File: src/rtl/dsram_ctrl.sv
// dsram_ctrl: data-SRAM access controller running AXI4-Lite read/write transactions for the LSU.
// Ports: clk/rst (async active-high); valid_i/ready_o request handshake with inst_type_i, lsu_op_i,
// araddr_i, roff_i, awaddr_i, wdata_i, wstrb_i; AR/R/AW/W/B AXI4-Lite master channels;
// valid_o/ready_i result handshake with load_data_o. Define DSRAM_CTRL_FAULT_EN to add fault_o
// (nonzero rresp/bresp reported with the result; faulting loads return 0).
// Encodings: inst_type LOAD=1 STORE=2; lsu_op LB=1 LH=2 LW=3 LBU=4 LHU=5 SB=6 SH=7 SW=8.
module dsram_ctrl (
  input  logic        clk,
  input  logic        rst,
  input  logic        valid_i,
  output logic        ready_o,
  input  logic [2:0]  inst_type_i,
  input  logic [3:0]  lsu_op_i,
  input  logic [31:0] araddr_i,
  input  logic [31:0] roff_i,
  input  logic [31:0] awaddr_i,
  input  logic [31:0] wdata_i,
  input  logic [7:0]  wstrb_i,
  output logic        arvalid_o,
  input  logic        arready_i,
  output logic [31:0] araddr_o,
  input  logic        rvalid_i,
  output logic        rready_o,
  input  logic [31:0] rdata_i,
  input  logic [1:0]  rresp_i,
  output logic        awvalid_o,
  input  logic        awready_i,
  output logic [31:0] awaddr_o,
  output logic        wvalid_o,
  input  logic        wready_i,
  output logic [31:0] wdata_o,
  output logic [7:0]  wstrb_o,
  input  logic        bvalid_i,
  output logic        bready_o,
  input  logic [1:0]  bresp_i,
  output logic        valid_o,
  input  logic        ready_i,
`ifdef DSRAM_CTRL_FAULT_EN
  output logic        fault_o,
`endif
  output logic [31:0] load_data_o
);
  localparam logic [2:0] INST_LOAD = 3'd1, INST_STORE = 3'd2;
  localparam logic [3:0] LSU_LB = 4'd1, LSU_LH = 4'd2, LSU_LW = 4'd3, LSU_LBU = 4'd4, LSU_LHU = 4'd5;
  typedef enum logic [2:0] {IDLE, RD_ADDR, RD_DATA, WR, WR_RESP, DONE} state_t;
  state_t      state_q, state_d;
  logic [3:0]  op_q, op_d;
  logic [1:0]  roff_q, roff_d;
  logic [31:0] araddr_q, araddr_d, awaddr_q, awaddr_d, wdata_q, wdata_d, ld_q, ld_d;
  logic [7:0]  wstrb_q, wstrb_d;
  logic        aw_done_q, aw_done_d, w_done_q, w_done_d;
  logic        arvalid_q, arvalid_d, rready_q, rready_d, awvalid_q, awvalid_d;
  logic        wvalid_q, wvalid_d, bready_q, bready_d, valid_q, valid_d, ready_q, ready_d;
  logic [31:0] sh, ld_ext;
  logic        rfault;
  logic        unused;
  assign unused = ^{roff_i[31:2], rresp_i, bresp_i};
  assign sh = rdata_i >> {roff_q, 3'b000};
  assign ld_ext = op_q == LSU_LB  ? {{24{sh[7]}}, sh[7:0]} :
                  op_q == LSU_LBU ? {24'b0, sh[7:0]} :
                  op_q == LSU_LH  ? {{16{sh[15]}}, sh[15:0]} :
                  op_q == LSU_LHU ? {16'b0, sh[15:0]} :
                  op_q == LSU_LW  ? sh : 32'b0;
`ifdef DSRAM_CTRL_FAULT_EN
  logic fault_q, fault_d;
  assign rfault = |rresp_i;
  assign fault_d = state_q == IDLE ? 1'b0 :
                   state_q == RD_DATA && rvalid_i ? |rresp_i :
                   state_q == WR_RESP && bvalid_i ? |bresp_i :
                   state_q == DONE && ready_i ? 1'b0 : fault_q;
  always_ff @(posedge clk or posedge rst)
    if (rst) fault_q <= 1'b0;
    else fault_q <= fault_d;
  assign fault_o = fault_q;
`else
  assign rfault = 1'b0;
`endif
  always_comb begin
    state_d   = state_q;
    op_d      = op_q;
    roff_d    = roff_q;
    araddr_d  = araddr_q;
    awaddr_d  = awaddr_q;
    wdata_d   = wdata_q;
    wstrb_d   = wstrb_q;
    ld_d      = ld_q;
    aw_done_d = aw_done_q;
    w_done_d  = w_done_q;
    case (state_q)
      IDLE: if (valid_i) begin
        op_d      = lsu_op_i;
        roff_d    = roff_i[1:0];
        araddr_d  = araddr_i;
        awaddr_d  = awaddr_i;
        wdata_d   = wdata_i << {awaddr_i[1:0], 3'b000};
        wstrb_d   = wstrb_i;
        ld_d      = 32'b0;
        aw_done_d = 1'b0;
        w_done_d  = 1'b0;
        state_d   = inst_type_i == INST_LOAD ? RD_ADDR : inst_type_i == INST_STORE ? WR : DONE;
      end
      RD_ADDR: state_d = arready_i ? RD_DATA : RD_ADDR;
      RD_DATA: if (rvalid_i) begin
        ld_d    = rfault ? 32'b0 : ld_ext;
        state_d = DONE;
      end
      WR: begin
        // each channel's handshake is remembered so the other may complete later
        aw_done_d = aw_done_q | awready_i;
        w_done_d  = w_done_q | wready_i;
        state_d   = aw_done_d && w_done_d ? WR_RESP : WR;
      end
      WR_RESP: state_d = bvalid_i ? DONE : WR_RESP;
      DONE:    state_d = ready_i ? IDLE : DONE;
      default: state_d = IDLE;
    endcase
    arvalid_d = state_d == RD_ADDR;
    rready_d  = state_d == RD_DATA;
    awvalid_d = state_d == WR && !aw_done_d;
    wvalid_d  = state_d == WR && !w_done_d;
    bready_d  = state_d == WR_RESP;
    valid_d   = state_d == DONE;
    ready_d   = state_d == IDLE;
  end
  always_ff @(posedge clk or posedge rst) begin
    if (rst) begin
      state_q   <= IDLE;
      op_q      <= '0;
      roff_q    <= '0;
      araddr_q  <= '0;
      awaddr_q  <= '0;
      wdata_q   <= '0;
      wstrb_q   <= '0;
      ld_q      <= '0;
      aw_done_q <= 1'b0;
      w_done_q  <= 1'b0;
      arvalid_q <= 1'b0;
      rready_q  <= 1'b0;
      awvalid_q <= 1'b0;
      wvalid_q  <= 1'b0;
      bready_q  <= 1'b0;
      valid_q   <= 1'b0;
      ready_q   <= 1'b1;
    end else begin
      state_q   <= state_d;
      op_q      <= op_d;
      roff_q    <= roff_d;
      araddr_q  <= araddr_d;
      awaddr_q  <= awaddr_d;
      wdata_q   <= wdata_d;
      wstrb_q   <= wstrb_d;
      ld_q      <= ld_d;
      aw_done_q <= aw_done_d;
      w_done_q  <= w_done_d;
      arvalid_q <= arvalid_d;
      rready_q  <= rready_d;
      awvalid_q <= awvalid_d;
      wvalid_q  <= wvalid_d;
      bready_q  <= bready_d;
      valid_q   <= valid_d;
      ready_q   <= ready_d;
    end
  end
  // ready_q resets to 1 so the request port opens as soon as reset releases
  assign ready_o     = ready_q & ~rst;
  assign arvalid_o   = arvalid_q;
  assign rready_o    = rready_q;
  assign awvalid_o   = awvalid_q;
  assign wvalid_o    = wvalid_q;
  assign bready_o    = bready_q;
  assign valid_o     = valid_q;
  assign araddr_o    = araddr_q;
  assign awaddr_o    = awaddr_q;
  assign wdata_o     = wdata_q;
  assign wstrb_o     = wstrb_q;
  assign load_data_o = ld_q;
endmodule
File: config.mk
export PLATFORM = sky130hd
export DESIGN_NAME = dsram_ctrl
export DESIGN_NICKNAME = d
export VERILOG_FILES = /design/src/rtl/dsram_ctrl.sv
export SDC_FILE = /design/constraint.sdc
export NUM_CORES = 1
export LEC_CHECK = 0
export BUFFER_PORTS_ARGS = -buffer_cell sky130_fd_sc_hd__buf_2
export CAP_MARGIN = 5
export CORE_ASPECT_RATIO = 0.5
export CORE_MARGIN = 10
export CORE_UTILIZATION = 40
export CTS_CLUSTER_SIZE = 24
export DETAILED_ROUTE_END_ITERATION = 6
export HOLD_SLACK_MARGIN = 0.1
export PLACE_DENSITY = 0.72
export SLEW_MARGIN = 20
export SYNTH_ARGS = -nofsm -noshare
export SYNTH_HDL_FRONTEND = slang
export SYNTH_SLANG_ARGS = --single-unit
File: constraint.sdc
create_clock -name clk -period 7.37 [get_ports clk]
set_clock_uncertainty 0.2 [all_clocks]
set_input_delay 1.474 -clock clk [delete_from_list [all_inputs] [get_ports clk]]
set_output_delay 1.474 -clock clk [all_outputs]
set_load 0.01 [all_outputs]
==> results of run 1 <==
==> cell type report <==
class | count | share of cell area [%]
multi-input combinational | 522 | 31.3
sequential | 154 | 41.7
timing repair buffer | 303 | 16.6
clock buffer | 19 | 4.90
clock inverter | 11 | 2.08
inverter | 3 | 0.176
tap | 234 | 3.17
antenna | 2 | 0.0541
==> power by group <==
| group | switching (mW) | internal [mW] | total [mW] |
|---|---|---|---|
| clock | 0.348 | 0.616 | 0.964 |
| combinational | 0.860 | 0.564 | 1.42 |
| sequential | 0.237 | 1.19 | 1.43 |
| total | 1.44 | 2.37 | 3.82 |
==> layout by cell type, fill, tap and decap left out, types with 2 or more instances in the layout <==
master,synthesis,layout
nor2b_1,20,20
a221o_1,24,24
a211oi_1,8,8
clkbuf_8,0,2
inv_1,3,2
bufinv_16,0,5
mux2_2,8,8
xnor2_1,2,2
o22ai_1,10,10
clkinv_2,0,2
buf_4,8,6
inv_6,0,2
a32o_1,7,7
nor3_1,2,2
nand3_1,19,19
nand3b_1,6,6
nand2_1,282,281
clkinvlp_4,0,2
buf_2,18,296
nand2b_1,3,3
o21ai_0,25,25
a211o_1,7,7
dfrtp_1,153,153
nor2_1,14,14
diode_2,0,2
o31ai_1,10,10
mux2i_1,34,34
clkbuf_16,0,17
a21oi_1,20,20
==> kinds of logic after synthesis <==
logic type	Yosys count	synth area share, %
xor gates and xnor gates	2	0.250
AOI/OAI and AO/OA	116	12.0
muxes	43	6.35
buffers and inverters	55	3.93
DFF	154	55.0
and+or+nand+nor	361	22.6
==> per-layer routing <==
| layer | up-vias | part of all wire, % |
|---|---|---|
| li1 | 3019 | - |
| met1 | 3067 | 41 |
| met2 | 205 | 52 |
| met3 | 19 | 6.4 |
| met4 | 0 | 1.1 |
| met5 | - | 0 |
==> cells in the mapped netlist (all sizes together) (9+ instances only) <==
| cell | instances | area (um2) |
|---|---|---|
| a211oi | 9 | 72.6 |
| a21oi | 20 | 100 |
| a221o | 24 | 240 |
| buf | 30 | 180 |
| clkbuf | 22 | 83.8 |
| dfrtp | 153 | 3830 |
| mux2 | 9 | 105 |
| mux2i | 34 | 340 |
| nand2 | 282 | 1060 |
| nand3 | 19 | 95.1 |
| nor2 | 15 | 58.8 |
| nor2b | 20 | 125 |
| o21ai | 26 | 130 |
| o22ai | 10 | 62.6 |
| o31ai | 10 | 75.1 |
==> critical path: stages <==
cell     delay [ns]
buf_2          0.13
nor2b_1        0.10
buf_2          0.14
==> metrics by stage <==
step	instances	util, %	hold WS [ns]	setup WS (ns)	cell area, um2
2_1_floorplan	731	-	0.255	1.55	7010
3_3_place_gp	1215	49.7	0.249	3.86	8580
3_5_place_dp	1215	49.7	0.250	3.85	8580
4_1_cts	1245	53.4	0.264	3.85	9230
5_1_grt	1246	53.5	0.290	3.84	9240
6_report	1248	53.5	0.263	3.85	9250
==> registers in the layout, indices dropped and copies added (netlist names), 2 cells and up <==
register,count
araddr_o,32
awaddr_o,32
load_data_o,32
wdata_o,32
wstrb_o,8
op_q,4
state_q,3
roff_q,2
==> final timing paths <==
check,cells after the start,to
worst max-delay path,3,ready_o
max in group asynchronous,3,load_data_o[3]
worst max register to register,4,load_data_o[28]
min in group asynchronous,2,wstrb_o[6]
worst min-delay path,2,wdata_o[1]
worst min register to register,2,wdata_o[1]
==> out/qor.csv, run 1 <==
stage;metric;value;unit
outcome;outcome;finished, final reports clean;
cells_and_area;Register Area;3850;um2
clocking;H-tree depth reported by CTS;4;
yosys;number of flops mapped to enable cells by yosys;0;
power_and_ir_drop;Overall Power;3.82;mW
cells_and_area;layout cells sized above 1;35.1;%
global_routing;number of global-route vias before repair;6246;
global_routing;GR peak layer;met2;
yosys;asr flop ratio synth;100;%
clocking;hold_buf cts;0;
cells_and_area;P&R area growth vs syn;31.8;%
power_and_ir_drop;LEAKAGE;5.08;nW
clocking;Max Buffers Root-to-Sink;2;
critical_path;worst endpoint required time;5.70;ns
critical_path;CP Capture Type;output port;
timing;final setup TNS;0;ns
yosys;ys flop type;dfrtp_1;
clocking;CTS clk-pin slew, worst paths;0.06;ns
clocking;post-CTS sizing;0;
place;hpwl dp;16600;um
power_and_ir_drop;Max VDD drop;199;uV
yosys;Post-Synthesis Cell Area;7010;um2
timing;max frequency;284;MHz
detailed_routing;WL final;22400;um
yosys;Unique masters post-synth;48;
global_routing;initial antenna violation count;1;
global_routing;grt met3 use;4.69;%
place;Port Buffers;296;
global_routing;M2 GR Usage;31.7;%
yosys;Post-Synthesis Cells;731;
timing;worst slew pin tran;0.948;ns
floorplan;Vert. Die Dim;114;um
global_routing;met1 Use GR;21.8;%
critical_path;r2r setup slk;4.88;ns
yosys;#FFs+latches synth;154;
floorplan;I/O pins;331;
detailed_routing;DR iter-0 viols;513;
clocking;CTS Root Cell;clkbuf_16;
detailed_routing;routed vias/inst;5.06;
yosys;synth warn;0;
timing;setup repair after global routing missed its margin;false;
yosys;syn_area_per_cell;9.59;um2
timing;final worst path period share;47.7;%
global_routing;GRT overflow;0;
timing;Final Hold Vio Count;0;
clocking;CTS Buf Count;17;
critical_path;CP Class;in2out;
clocking;Clock Latency Late Sink;0.41;ns
worst_hold_path;Worst Hold Class;reg2reg;
global_routing;first-pass GRT wire length;34800;um
power_and_ir_drop;Pwr Density;413;nW/um2
floorplan;row cnt;34;
global_routing;largest net degree at the start of global routing;100;
detailed_routing;vias post-DR;6310;
worst_hold_path;Hold Startpoint;wdata_o[1];
detailed_routing;DRC viols;0;
detailed_routing;WL/cell;18.0;um
timing;Tmin final;3.52;ns
floorplan;Die ar.;23600;um2
floorplan;Chip Width;207;um
cells_and_area;area occupied by multi-input gates;2890;um2
floorplan;core box area;17300;um2
detailed_routing;drt pass-1 iters;5;
clocking;Setup Buffers After CTS;0;
critical_path;Reg-to-Reg Start;roff_q[1];
timing;final slew viol count;0;
critical_path;crit-path max FO;2;
floorplan;Starting Density;40.6;%
critical_path;CP Data Arrival Time;1.85;ns
timing;Slew headroom;36.8;%
cells_and_area;Filler cells;1619;
timing;count of final setup violators;0;
clocking;clk sinks;154;
yosys;post-synthesis sequential area ratio;55.0;%
detailed_routing;Final ANT Viol Nets;0;
yosys;Post-Syn Nets;919;
place;Placer Congestion;0.820;
cells_and_area;layout net count;1189;
clocking;CTS tree;built;
global_routing;All-Layer GR Usage;18.1;%
critical_path;Worst Setup SP;rst;
flow_run;Max-Cap Viols;0;
critical_path;CP Launch Type;primary input;
No activity file was read; power rests on OpenSTA's default activity.
==> run 2, diff against run 1 <==
--- a/config.mk
+++ b/config.mk
@@ -13,7 +13,7 @@
 export CTS_CLUSTER_SIZE = 24
 export DETAILED_ROUTE_END_ITERATION = 6
 export HOLD_SLACK_MARGIN = 0.1
-export PLACE_DENSITY = 0.72
+export PLACE_DENSITY = 0.75
 export SLEW_MARGIN = 20
 export SYNTH_ARGS = -nofsm -noshare
 export SYNTH_HDL_FRONTEND = slang
==> constraint.sdc (replaced) <==
create_clock -name clk -period 3.08 [get_ports clk]
set_clock_uncertainty 0.2 [all_clocks]
set_input_delay 0.616 -clock clk [delete_from_list [all_inputs] [get_ports clk]]
set_output_delay 0.616 -clock clk [all_outputs]
set_load 0.01 [all_outputs]
==> out/qor.csv, run 2 (synthesis gave the netlist of run 1 again) <==
stage;metric;value;unit
cells_and_area;leading cell type in the layout, fill and taps excluded;buf_2;
global_routing;All-Layer GR Usage;18.5;%
detailed_routing;drt pass-1 iters;5;
floorplan;Die ar.;23600;um2
timing;worst slew pin tran;0.821;ns
place;hpwl dp;16900;um
detailed_routing;routed vias/inst;5.08;
detailed_routing;DRC viols;0;
critical_path;CP Class;reg2reg;
clocking;Max Buffers Root-to-Sink;2;
critical_path;crit-path max FO;10;
clocking;Setup Buffers After CTS;0;
cells_and_area;Filler cells;1611;
power_and_ir_drop;Max VDD drop;470;uV
detailed_routing;DR iter-0 viols;519;
outcome;outcome;finished, final reports clean;
clocking;CTS Root Cell;clkbuf_16;
cells_and_area;most frequent cells in the layout;296 x buf_2, 281 x nand2_1, 153 x dfrtp_1;
place;Port Buffers;296;
cells_and_area;layout net count;1190;
timing;Slew headroom;45.2;%
cells_and_area;Final Cell Area;9250;um2
clocking;hold_buf cts;0;
critical_path;Buf/Inv on CP;0;
power_and_ir_drop;LEAKAGE;5.06;nW
global_routing;initial antenna violation count;2;
critical_path;r2r setup slk;0.93;ns
flow_run;Max-Cap Viols;0;
cells_and_area;P&R area growth vs syn;31.8;%
global_routing;GRT overflow;0;
place;Placer Congestion;0.839;
critical_path;CP Launch Type;flip-flop;
detailed_routing;Final ANT Viol Nets;0;
worst_hold_path;Worst Hold Class;in2reg;
clocking;clk sinks;154;
critical_path;CP Capture Type;flip-flop;
critical_path;Crit path max-delay family;compound AO/OA/AOI/OAI gates;
timing;Final Hold Slack;0.187;ns
detailed_routing;vias post-DR;6356;
critical_path;CP peak stage delay;0.62;ns
place;Cell Area, Placed;8650;um2
floorplan;Chip Width;207;um
timing;setup repair after global routing missed its margin;false;
floorplan;core box area;17300;um2
clocking;H-tree depth reported by CTS;4;
clocking;CTS tree;built;
global_routing;first-pass GRT wire length;35600;um
timing;Final Hold Vio Count;0;
timing;count of final setup violators;0;
clocking;CTS clk-pin slew, worst paths;0.07;ns
cells_and_area;fin cells;1250;
clocking;post-CTS sizing;0;
timing;final setup TNS;0;ns
global_routing;largest net degree at the start of global routing;155;
cells_and_area;Util after Layout;53.5;%
power_and_ir_drop;Pwr Density;974;nW/um2
floorplan;row cnt;34;
floorplan;Vert. Die Dim;114;um
timing;max frequency;466;MHz
cells_and_area;layout cells sized above 1;35.2;%
timing;final slew viol count;0;
global_routing;number of global-route vias before repair;6536;
clocking;Clock Latency Late Sink;0.41;ns
critical_path;CP max-delay cell;a211oi_2;
timing;final worst path period share;69.7;%
clocking;CTS Buf Count;17;
timing;Tmin final;2.15;ns
place;DP Cell Count;1217;
critical_path;worst endpoint required time;3.22;ns
critical_path;CP Data Arrival Time;2.29;ns
detailed_routing;WL final;22700;um
critical_path;critical-path cell list;nor2_2, nand3b_4, a211oi_2, a32o_1;
floorplan;I/O pins;331;
detailed_routing;WL/cell;18.1;um
floorplan;Starting Density;40.6;%
-- run 2: changes by cell type in the layout (fill, tap and decap cells not counted), sizes merged --
cell	previous run	this run
bufinv	5	2
buf	303	304
inv	4	6
clkinvlp	2	4
-- run 2: power by group --
part | total (mW) | switching, mW | internal, mW
Sequential | 3.39 | 0.534 | 2.85
Clock | 2.12 | 0.874 | 1.25
Combinational | 3.50 | 2.11 | 1.39
-- run 2: cell type report --
| type | instances | area [um2] | area share, % |
|---|---|---|---|
| Antenna cell | 2 | 5.00 | 0.0541 |
| Clock buffer | 19 | 453 | 4.90 |
| Clock inverter | 12 | 140 | 1.52 |
| Multi-Input combinational cell | 522 | 2890 | 31.3 |
| Inverter | 3 | 15.0 | 0.162 |
| Timing Repair Buffer | 304 | 1590 | 17.2 |
| Sequential cell | 154 | 3850 | 41.7 |
| Tap cell | 234 | 293 | 3.17 |
-- run 2: through the flow --
step                setup WS [ns]  power [mW]
finish                      0.934        9.01
global placement            0.715        6.82
global route                0.780        9.65
CTS                         0.940        9.10
detailed placement          0.676        6.96
floorplan                   0.320        5.50
-- run 2: layer usage --
metal / wire length, um / track usage, % / vias up
li1: - / - / 3021
met5: 0 / 0 / -
met1: 9390 / 21.9 / 3117
met2: 11600 / 32.3 / 192
met4: 410 / 5.61 / 0
met3: 1280 / 5.16 / 26
-- run 2: worst paths after layout --
kind                              startpoint               to  depth (start not counted)
max in group asynchronous                rst      awaddr_o[9]                          3
worst min register to register    wdata_o[2]       wdata_o[2]                          2
min in group asynchronous                rst  load_data_o[30]                          3
worst max register to register    state_q[2]   load_data_o[2]                          4
worst min-delay path            araddr_i[27]     araddr_o[27]                          3
worst max-delay path              state_q[2]   load_data_o[2]                          4
-- run 2: worst reg2reg max path, stage by stage, from the launching register on --
cell	delay, ns
dfrtp_1	0.51
nor2_2	0.33
nand3b_4	0.14
a211oi_2	0.62
a32o_1	0.28
